<file path="src/rtl/iic_byte_ctrl.sv">
// iic_byte_ctrl: byte-level IIC master sequencer (START/STOP/WRITE/READ) stepped by baud phase ticks.
// Optional IIC_CLK_STRETCH_EN: hold DATA/ACK phase 2 while a slave keeps SCL low.
module iic_byte_ctrl (
    input  logic       clk_sys,
    input  logic       rst,
    input  logic       baud_tick,
    input  logic       cmd_valid,
    output logic       cmd_ready,
    input  logic [1:0] cmd_op,
    input  logic [7:0] cmd_wdata,
    input  logic       cmd_nack,
    output logic       rsp_valid,
    output logic [7:0] rsp_rdata,
    output logic       rsp_nack,
    output logic       scl_oe,
    output logic       sda_oe,
    input  logic       scl_in,
    input  logic       sda_in
);
    typedef enum logic [2:0] {S_IDLE, S_START, S_STOP, S_DATA, S_ACK} state_t;
    state_t     state_q, state_d;
    logic [1:0] phase_q, phase_d;
    logic [2:0] bit_cnt_q, bit_cnt_d;
    logic [7:0] data_q, data_d, rdata_q, rdata_d;
    logic       rd_q, rd_d, nack_q, nack_d, rnack_q, rnack_d, valid_q, valid_d;
    logic       scl_q, scl_d, sda_q, sda_d;
    logic       stall, adv, slot_sda;

`ifdef IIC_CLK_STRETCH_EN
    assign stall = (state_q == S_DATA || state_q == S_ACK) && phase_q == 2'd2 && !scl_in;
`else
    logic unused_scl_in;
    assign unused_scl_in = scl_in;
    assign stall = 1'b0;
`endif
    assign adv = baud_tick && state_q != S_IDLE && !stall;
    // data_q holds the WRITE byte, or collects the READ byte MSB first
    assign slot_sda = state_q == S_DATA ? !rd_q && !data_q[bit_cnt_q] : rd_q && !nack_q;

    always_comb begin
        state_d   = state_q;
        phase_d   = phase_q;
        bit_cnt_d = bit_cnt_q;
        data_d    = data_q;
        rdata_d   = rdata_q;
        rd_d      = rd_q;
        nack_d    = nack_q;
        rnack_d   = rnack_q;
        valid_d   = 1'b0;
        scl_d     = scl_q;
        sda_d     = sda_q;
        if (cmd_valid && state_q == S_IDLE) begin
            rd_d      = cmd_op[0];
            data_d    = cmd_wdata;
            nack_d    = cmd_nack;
            rnack_d   = 1'b0;
            phase_d   = 2'd0;
            bit_cnt_d = 3'd7;
            state_d   = cmd_op == 2'b00 ? S_START : cmd_op == 2'b01 ? S_STOP : S_DATA;
        end else if (adv) begin
            phase_d = phase_q + 2'd1;
            case (state_q)
                S_START: begin
                    case (phase_q)
                        2'd0: sda_d = 1'b0;
                        2'd1: scl_d = 1'b0;
                        2'd2: sda_d = 1'b1;
                        default: begin
                            scl_d   = 1'b1;
                            state_d = S_IDLE;
                            valid_d = 1'b1;
                        end
                    endcase
                end
                S_STOP: begin
                    case (phase_q)
                        2'd0: begin
                            scl_d = 1'b1;
                            sda_d = 1'b1;
                        end
                        2'd1: scl_d = 1'b0;
                        2'd2: sda_d = 1'b0;
                        default: begin
                            state_d = S_IDLE;
                            valid_d = 1'b1;
                        end
                    endcase
                end
                S_DATA, S_ACK: begin
                    case (phase_q)
                        2'd0: begin
                            scl_d = 1'b1;
                            sda_d = slot_sda;
                        end
                        2'd1: scl_d = 1'b0;
                        2'd2: begin
                            if (state_q == S_DATA && rd_q) data_d = {data_q[6:0], sda_in};
                            if (state_q == S_ACK && !rd_q) rnack_d = sda_in;
                        end
                        default: begin
                            scl_d = 1'b1;
                            if (state_q == S_ACK) begin
                                state_d = S_IDLE;
                                valid_d = 1'b1;
                                if (rd_q) rdata_d = data_q;
                            end else if (bit_cnt_q == 3'd0) begin
                                state_d = S_ACK;
                            end else begin
                                bit_cnt_d = bit_cnt_q - 3'd1;
                            end
                        end
                    endcase
                end
                default: state_d = S_IDLE;
            endcase
        end
    end

    always_ff @(posedge clk_sys or posedge rst) begin
        if (rst) begin
            state_q   <= S_IDLE;
            phase_q   <= 2'd0;
            bit_cnt_q <= 3'd7;
            data_q    <= 8'h00;
            rdata_q   <= 8'h00;
            rd_q      <= 1'b0;
            nack_q    <= 1'b0;
            rnack_q   <= 1'b0;
            valid_q   <= 1'b0;
            scl_q     <= 1'b0;
            sda_q     <= 1'b0;
        end else begin
            state_q   <= state_d;
            phase_q   <= phase_d;
            bit_cnt_q <= bit_cnt_d;
            data_q    <= data_d;
            rdata_q   <= rdata_d;
            rd_q      <= rd_d;
            nack_q    <= nack_d;
            rnack_q   <= rnack_d;
            valid_q   <= valid_d;
            scl_q     <= scl_d;
            sda_q     <= sda_d;
        end
    end

    assign cmd_ready = state_q == S_IDLE;
    assign rsp_valid = valid_q;
    assign rsp_rdata = rdata_q;
    assign rsp_nack  = rnack_q;
    assign scl_oe    = scl_q;
    assign sda_oe    = sda_q;
endmodule
</file>
<file path="config.mk">
export PLATFORM = sky130hd
export DESIGN_NAME = iic_byte_ctrl
export DESIGN_NICKNAME = d
export VERILOG_FILES = /design/src/rtl/iic_byte_ctrl.sv
export SDC_FILE = /design/constraint.sdc
export NUM_CORES = 1
export LEC_CHECK = 0
export CAP_MARGIN = 10
export CORE_MARGIN = 3
export CORE_UTILIZATION = 40
export DETAILED_ROUTE_END_ITERATION = 7
export SETUP_SLACK_MARGIN = 0.15
export SYNTH_ARGS = -nofsm -noshare
export SYNTH_HDL_FRONTEND = slang
export SYNTH_SLANG_ARGS = --single-unit
</file>
<file path="constraint.sdc">
create_clock -name clk_sys -period 2 [get_ports clk_sys]
set_input_delay 0.4 -clock clk_sys [delete_from_list [all_inputs] [get_ports clk_sys]]
set_output_delay 0.4 -clock clk_sys [all_outputs]
set_load 0.02 [all_outputs]
</file>
==> results of run 1 <==
## worst max-delay path: cells and delay by family, from the launching register on
family	cells	cell delay [ps]
AO/OA/AOI/OAI	1	190
flip-flops	1	560
multiplexers	2	820
AND/OR/NAND/NOR	1	150
## worst min path at each step
stage,to,slack (ps),from,depth (start not counted)
2_1_floorplan,nack_q$_DFFE_PP0P_,440,nack_q$_DFFE_PP0P_,2
4_1_cts,nack_q$_DFFE_PP0P_,480,nack_q$_DFFE_PP0P_,2
5_1_grt,nack_q$_DFFE_PP0P_,530,nack_q$_DFFE_PP0P_,2
6_report,nack_q$_DFFE_PP0P_,480,nack_q$_DFFE_PP0P_,2
3_3_place_gp,nack_q$_DFFE_PP0P_,460,nack_q$_DFFE_PP0P_,2
3_5_place_dp,nack_q$_DFFE_PP0P_,470,nack_q$_DFFE_PP0P_,2
## sequential cells by signal, summed over array words and instances, names as in the netlist
| name | count |
|---|---|
| data_q | 8 |
| nack_q | 1 |
| rsp_nack | 1 |
| phase_q | 2 |
| sda_oe | 1 |
| bit_cnt_q | 3 |
| scl_oe | 1 |
| state_q | 3 |
| rsp_valid | 1 |
| rsp_rdata | 8 |
| rd_q | 1 |
## placed cells by master, fill, tap and decap left out, drive strengths merged, types with 3 or more instances in the layout
cell,n
dfstp,3
o21ai,11
nor2,14
a22o,3
mux2i,5
o31ai,4
ha,6
mux2,10
nand2,16
o22ai,6
buf,8
dfrtp,27
clkdlybuf4s50,27
nor2b,3
a21boi,3
inv,7
clkbuf,6
## layout make-up
class,instances,area [µm²]
Tap cell,48,60.1
Fill cell,335,1660
Clock inverter,2,60.1
Sequential cell,30,754
Clock buffer,6,82.6
Inverter,7,26.3
Multi-Input combinational cell,110,816
Timing Repair Buffer,36,339
## power breakdown
part / internal, mW / total, mW / leakage (nW) / switching, mW
logic: 0.471 / 0.960 / 0.535 / 0.489
registers: 0.809 / 0.982 / 0.372 / 0.172
clock network: 0.531 / 0.765 / 0.0714 / 0.234
total: 1.81 / 2.71 / 0.978 / 0.895
## metal layers
metal	wire, µm	global-route usage [%]	share of wire (%)	vias up
met3	198	4.75	5.6	6
met4	48	5.74	1.4	0
met2	1630	24.4	46	32
li1	-	-	-	622
met1	1670	22.0	47	618
met5	0	0	0	-
## Yosys cell counts (3+ instances only)
cell type	count
dfrtp_1	27
nand2_1	16
nor2_1	14
mux2_2	10
o21ai_0	10
inv_1	7
ha_1	6
o22ai_1	6
mux2i_1	5
buf_2	4
o31ai_1	4
a21boi_0	3
a22o_1	3
clkbuf_1	3
dfstp_2	3
nor2b_1	3
## through the flow
| stage | worst slack [ps] | cells | cell area (µm²) | hold WS (ps) | total power, mW |
|---|---|---|---|---|---|
| CTS | 185 | 239 | 2130 | 483 | 2.71 |
| global route | 159 | 239 | 2140 | 526 | 2.89 |
| finish | 210 | 239 | 2140 | 478 | 2.71 |
| detailed placement | 21.7 | 231 | 1990 | 466 | 1.95 |
| floorplan | 159 | 156 | 1630 | 437 | 1.65 |
| global placement | 37.2 | 231 | 1990 | 460 | 1.92 |
## kinds of logic (layout without fill, tap and decap cells)
family / Yosys count / count (layout)
DFF: 30 / 30
and+or+nand+nor: 50 / 50
AOI/OAI and AO/OA: 35 / 35
xor gates and xnor gates: 2 / 2
adders and majority gates: 6 / 6
buffers and inverters: 16 / 51
muxes: 17 / 17
==> summary.txt, run 1 <==
CTS
  • CTS tree: built
  • Resize count post-CTS: 1
  • Post-CTS Hold Buffers: 0
  • # clock sinks: 30
  • Clk_lat worst skew: about 280 ps
  • Clock root buffer: clkbuf_8
  • Num CTS Buffers: 5
  • Max clock buf depth: 2
  • Worst-path clk slew: approximately 70 ps
  • Post-CTS Repair Setup Buffers: 0
  • H-Tree Depth: 2

Yosys
  • Largest family of logic cells by synthesized area: simple AND/OR/NAND/NOR gates
  • Syn Area/Cell: between 10 and 15 µm²
  • Primary FF master, synth: dfrtp_1
  • Area contributors post-synth: dfrtp_1 (41%), mux2_2 (6.9%), dfstp_2 (4.8%), ha_1 (4.6%), nand2_1 (3.7%)
  • Area leader, netlist: dfrtp_1
  • Sequential-to-total area share from yosys stat: a little under half
  • Synth Instances: between 150 and 200
  • Mapped Area: ~0.0016 mm²
  • Post-synthesis cell type count: 42
  • Synth Net Count: 179
  • Post-synth EDFFs: 0
  • Fraction of registers with async set/reset: 100%
  • Mux cell area share after synthesis: a little over an eighth
  • Synth top area share: ~41%
  • Xor and xnor area share after synthesis: under 10%
  • Compound-cell area share of the yosys netlist: between 10% and 20%
  • Adder-Cell Fraction of Synth Area: under 10%
  • Synth Area in Simple Gates: between 10% and 20%
  • Yosys Warn Count: 0
  • Synth Register Bits: 30

Setup path
  • Crit path launch: bit_cnt_q[0]$_DFFE_PP1P_
  • Reg2Reg Depth: 4
  • Req. time, crit path: approximately 2200 ps
  • Critical-path maximum fanout: 3
  • Crit-path max cell delay: roughly 560 ps
  • R2r startpoint: bit_cnt_q[0]$_DFFE_PP1P_
  • Reg2reg end: sda_oe$_DFFE_PP0P_
  • Setup Crit Path Kind: flop to flop
  • Crit-path slowest cell: dfstp_2
  • Crit path cell chain: mux4_1, mux2_2, nor3_2, a2bb2oi_1
  • Worst Setup Start Kind: flop
  • Critical Path Sink Type: flop
  • Crit path DAT: 1990 ps
  • Worst Setup EP: sda_oe$_DFFE_PP0P_
  • Worst reg-to-reg setup slack: around 210 ps

Route
  • Drt via density: about 5.3
  • Final wirelength: about 3500 µm
  • Routed Antenna Nets: 0
  • DRC viols: 0
  • Overall via count from detail_route: ~1300
  • Detailed Routing Iterations Pass 1: 4
  • Initial drt markers: 98
  • Wirelength per Cell: approximately 15 µm

Timing
  • Total negative setup slack: 0 ps
  • Clock skew: 9.50 ps
  • Crit share post-route: between 80% and 90%
  • Final Hold Vio Count: 0
  • Max_slew headroom: 73.1%
  • Min cycle time layout: around 1800 ps
  • Setup violators final: 0
  • Unrepaired setup endpoints after global routing: no
  • FMAX: about 0.56 GHz
  • Worst-margin pin slew: roughly 390 ps
  • Pins Over Slew Limit: 0

Power
  • Static leakage: about 1 nW
  • Worst vdd ir: 482 µV
  • PD cells: around 1300 mW/mm²

Die
  • Starting Density: a little over two fifths
  • Row cnt: 22
  • Core Area: about 0.0038 mm²
  • Die Wd: between 60 and 70 µm
  • Ports: 30
  • Die area: 0.00488 mm²
  • Die Y-Extent: between 60 and 70 µm

GRT
  • Vias in the first global route: 1303
  • Initial antenna violation count: 0
  • Maximum number of pins on one net before global-route repair: 31
  • Grt total ovfl: 0
  • First-pass GRT wire length: approximately 6300 µm
  • Total GRT Usage: 16.2%

Cells and area
  • Post-Route Utilization: a little under three fifths
  • Fraction of layout cells with a size suffix above 1: approximately a fifth
  • Final nets: 213
  • ANT cells: 0
  • Synth-to-layout area growth: 31.0%

Placement
  • GPL Wtd Cong: ~0.79
  • Port Buf Inserts: 28
  • Detailed Place HPWL: about 2500 µm

Min path
  • Hold WC Path Type: flop to flop

Run status
  • Status: finished clean

Run
  • Max Cap Viol: 0
(Power assumes the default switching activity.)
==> inputs of run 2 (changes only) <==
CELL_PAD_IN_SITES_DETAIL_PLACEMENT = 1   (was default)
CELL_PAD_IN_SITES_GLOBAL_PLACEMENT = 1   (was default)
PLACE_DENSITY_LB_ADDON = 0.1   (was default)
==> summary.txt, run 2 (synthesis gave the netlist of run 1 again) <==
Route
  • Highest metal used: met4
  • Final wirelength: 3990 µm (+12%)
  • Routed Antenna Nets: 0 (unchanged)
  • Initial drt markers: 41 (-58%)
  • Met2 Routed Length: 1830 µm (+12%)
  • Detailed Routing Iterations Pass 1: 4 (unchanged)
  • Overall via count from detail_route: 1296 (+1.4%)
  • DR WL met3: 155 µm (-22%)
  • Met1 wire length: 1940 µm (+16%)
  • Wirelength per Cell: 16.7 µm (+12%)
  • Drt via density: 5.42 (+1.4%)
  • DRC viols: 0 (unchanged)

Power
  • Part of the power in registers: 39.7% (+3.4 points)
  • Combinational power share: 40.0% (+4.5 points)
  • Sw frac: 37.3% (+4.3 points)
  • Internal power: 1.56 mW (-14%)
  • Pwr Total: 2.49 mW (-8.0%)
  • Clock share of power: 20.2% (-8.1 points)
  • Switching power: 930 µW (+3.9%)
  • PD cells: 1190 mW/mm² (-6.1%)
  • Static leakage: 0.958 nW (-2.1%)
  • Worst vdd ir: 543 µV (+13%)

CTS
  • CTS tree: built
  • Max clock buf depth: 2 (unchanged)
  • Num CTS Buffers: 5 (unchanged)
  • Worst-path clk slew: 70 ps (about the same)
  • Post-CTS Repair Setup Buffers: 0 (unchanged)
  • Post-CTS Hold Buffers: 0 (unchanged)
  • Clk_lat worst skew: 280 ps (about the same)
  • Clock root buffer: clkbuf_8
  • H-Tree Depth: 2 (unchanged)
  • # clock sinks: 30 (unchanged)

Cells and area
  • Final instance area: 0.00210 mm² (-2.0%)
  • Final nets: 213 (unchanged)
  • Highest-count cells in the layout ignoring fill and taps: dfrtp_1 (27), clkdlybuf4s50_1 (27), nand2_1 (16)
  • Area of the multi-input gates: 825 µm² (+1.1%)
  • Area taken by flip-flops and latches: 754 µm² (unchanged)
  • Fraction of layout cells with a size suffix above 1: 18.3% (-0.52 points)
  • Synth-to-layout area growth: 28.4%
  • Fill cell count: 434 (+30%)
  • ANT cells: 0 (unchanged)

Setup path
  • Worst reg-to-reg setup slack: 200 ps (about the same)
  • Crit path DAT: 2000 ps (about the same)
  • Setup Crit Path Kind: flop to flop
  • Critical-path maximum fanout: 3 (unchanged)
  • Crit path buf inv count: 0 (unchanged)
  • Worst Setup Start Kind: flop
  • Top delay family on crit path: multiplexers
  • Crit-path slowest cell: dfstp_2
  • Crit path cell chain: mux4_1, mux2_2, nor3_2, a2bb2oi_1
  • Crit-path max cell delay: 570 ps (about the same)
  • Req. time, crit path: 2200 ps (about the same)
  • Critical Path Sink Type: flop

Timing
  • Crit share post-route: 89.8% (+0.33 points)
  • Pins Over Slew Limit: 0 (unchanged)
  • Worst hold slack: 494 ps (+16.2 ps)
  • Max_slew headroom: 71.4% (-1.7 points)
  • Clock skew: 6.52 ps (-2.98 ps)
  • Total negative setup slack: 0 ps (unchanged)
  • FMAX: 0.557 GHz (-0.36%)
  • Worst-margin pin slew: 418 ps (+24.7 ps)
  • Final Hold Vio Count: 0 (unchanged)
  • Crit path setup slack, layout: 203 ps (-6.52 ps)
  • Setup violators final: 0 (unchanged)
  • Unrepaired setup endpoints after global routing: no
  • Min cycle time layout: 1800 ps (+6.52 ps)

GRT
  • Vias in the first global route: 1392 (+6.8%)
  • First-pass GRT wire length: 6810 µm (+8.7%)
  • Initial antenna violation count: 0 (unchanged)
  • Total GRT Usage: 17.7% (+1.6 points)
  • Grt total ovfl: 0 (unchanged)
  • Maximum number of pins on one net before global-route repair: 31 (unchanged)

Die
  • Row cnt: 22 (unchanged)
  • Starting Density: 43.0% (unchanged)
  • Core Area: 0.00380 mm² (unchanged)
  • Die Wd: 69.9 µm (unchanged)
  • Die area: 0.00488 mm² (unchanged)
  • Die Y-Extent: 69.9 µm (unchanged)
  • Ports: 30 (unchanged)

Min path
  • Hold WC Path Type: input port to async pin

Placement
  • Placed inst area: 0.00199 mm² (unchanged)
  • Detailed Place HPWL: 2970 µm (+18%)
  • Pre-CTS setup slack: 20.8 ps (-0.910 ps)
  • GPL Wtd Cong: 0.785 (-0.28%)
  • Port Buf Inserts: 28 (unchanged)

Run status
  • Status: finished clean

Run
  • Max Cap Viol: 0 (unchanged)
## run 2: cell types whose count changed in the layout (fill, tap and decap cells not counted)
| cell | delta |
|---|---|
| bufinv_16 | -2 |
| clkbuf_1 | +1 |
| clkinv_2 | +1 |
| nand4_2 | -1 |
| nand4_4 | +1 |
## run 2: metal layers
| layer | vias up | GRT usage [%] |
|---|---|---|
| met3 | 9 | 4.60 |
| met5 | - | 0 |
| met1 | 642 | 24.2 |
| met4 | 0 | 6.38 |
| li1 | 619 | - |
| met2 | 26 | 27.1 |
## run 2: path summary, 6_finish.rpt
check	from	endpoint	cells after the start
setup / recovery	bit_cnt_q[0]$_DFFE_PP1P_	sda_oe$_DFFE_PP0P_	4
hold / removal	rst	rsp_valid$_DFF_PP0_	3
setup reg to reg	bit_cnt_q[0]$_DFFE_PP1P_	sda_oe$_DFFE_PP0P_	4
hold reg to reg	nack_q$_DFFE_PP0P_	nack_q$_DFFE_PP0P_	2
max in group asynchronous	rst	bit_cnt_q[0]$_DFFE_PP1P_	3
min in group clk_sys	nack_q$_DFFE_PP0P_	nack_q$_DFFE_PP0P_	2
## run 2: layout make-up
type	count	area share (%)
clock buffers	7	4.12
multi-input cells	110	39.3
clock inverters	1	0.239
inverters	7	1.25
repair buffers	36	16.2
flip-flops and latches	30	36.0
well taps	48	2.87
## run 2: worst min-delay path, stage by stage
cell and delay (ps):
clkdlybuf4s50_1 400, inv_1 50, buf_4 340
## run 2: metrics by stage
| step | utilization [%] | std cells |
|---|---|---|
| 2_1_floorplan | - | 156 |
| 3_3_place_gp | 52.4 | 231 |
| 3_5_place_dp | 52.4 | 231 |
| 4_1_cts | 54.9 | 239 |
| 5_1_grt | 55.2 | 239 |
| 6_report | 55.2 | 239 |
## run 2: what timing repair did
item,4_1_cts,5_1_grt
pin swaps,0,0
resized for setup,2,2
endpoints found under the setup margin,1,6
## run 2: power groups by stage
stage / Combinational, mW / Sequential, mW / Clock [mW]
2_1_floorplan: 0.684 / 0.970 / 0
3_3_place_gp: 0.949 / 0.981 / 0
3_5_place_dp: 0.997 / 0.993 / 0
4_1_cts: 1.00 / 0.987 / 0.520
5_1_grt: 1.12 / 1.02 / 0.546
6_report: 0.998 / 0.990 / 0.504
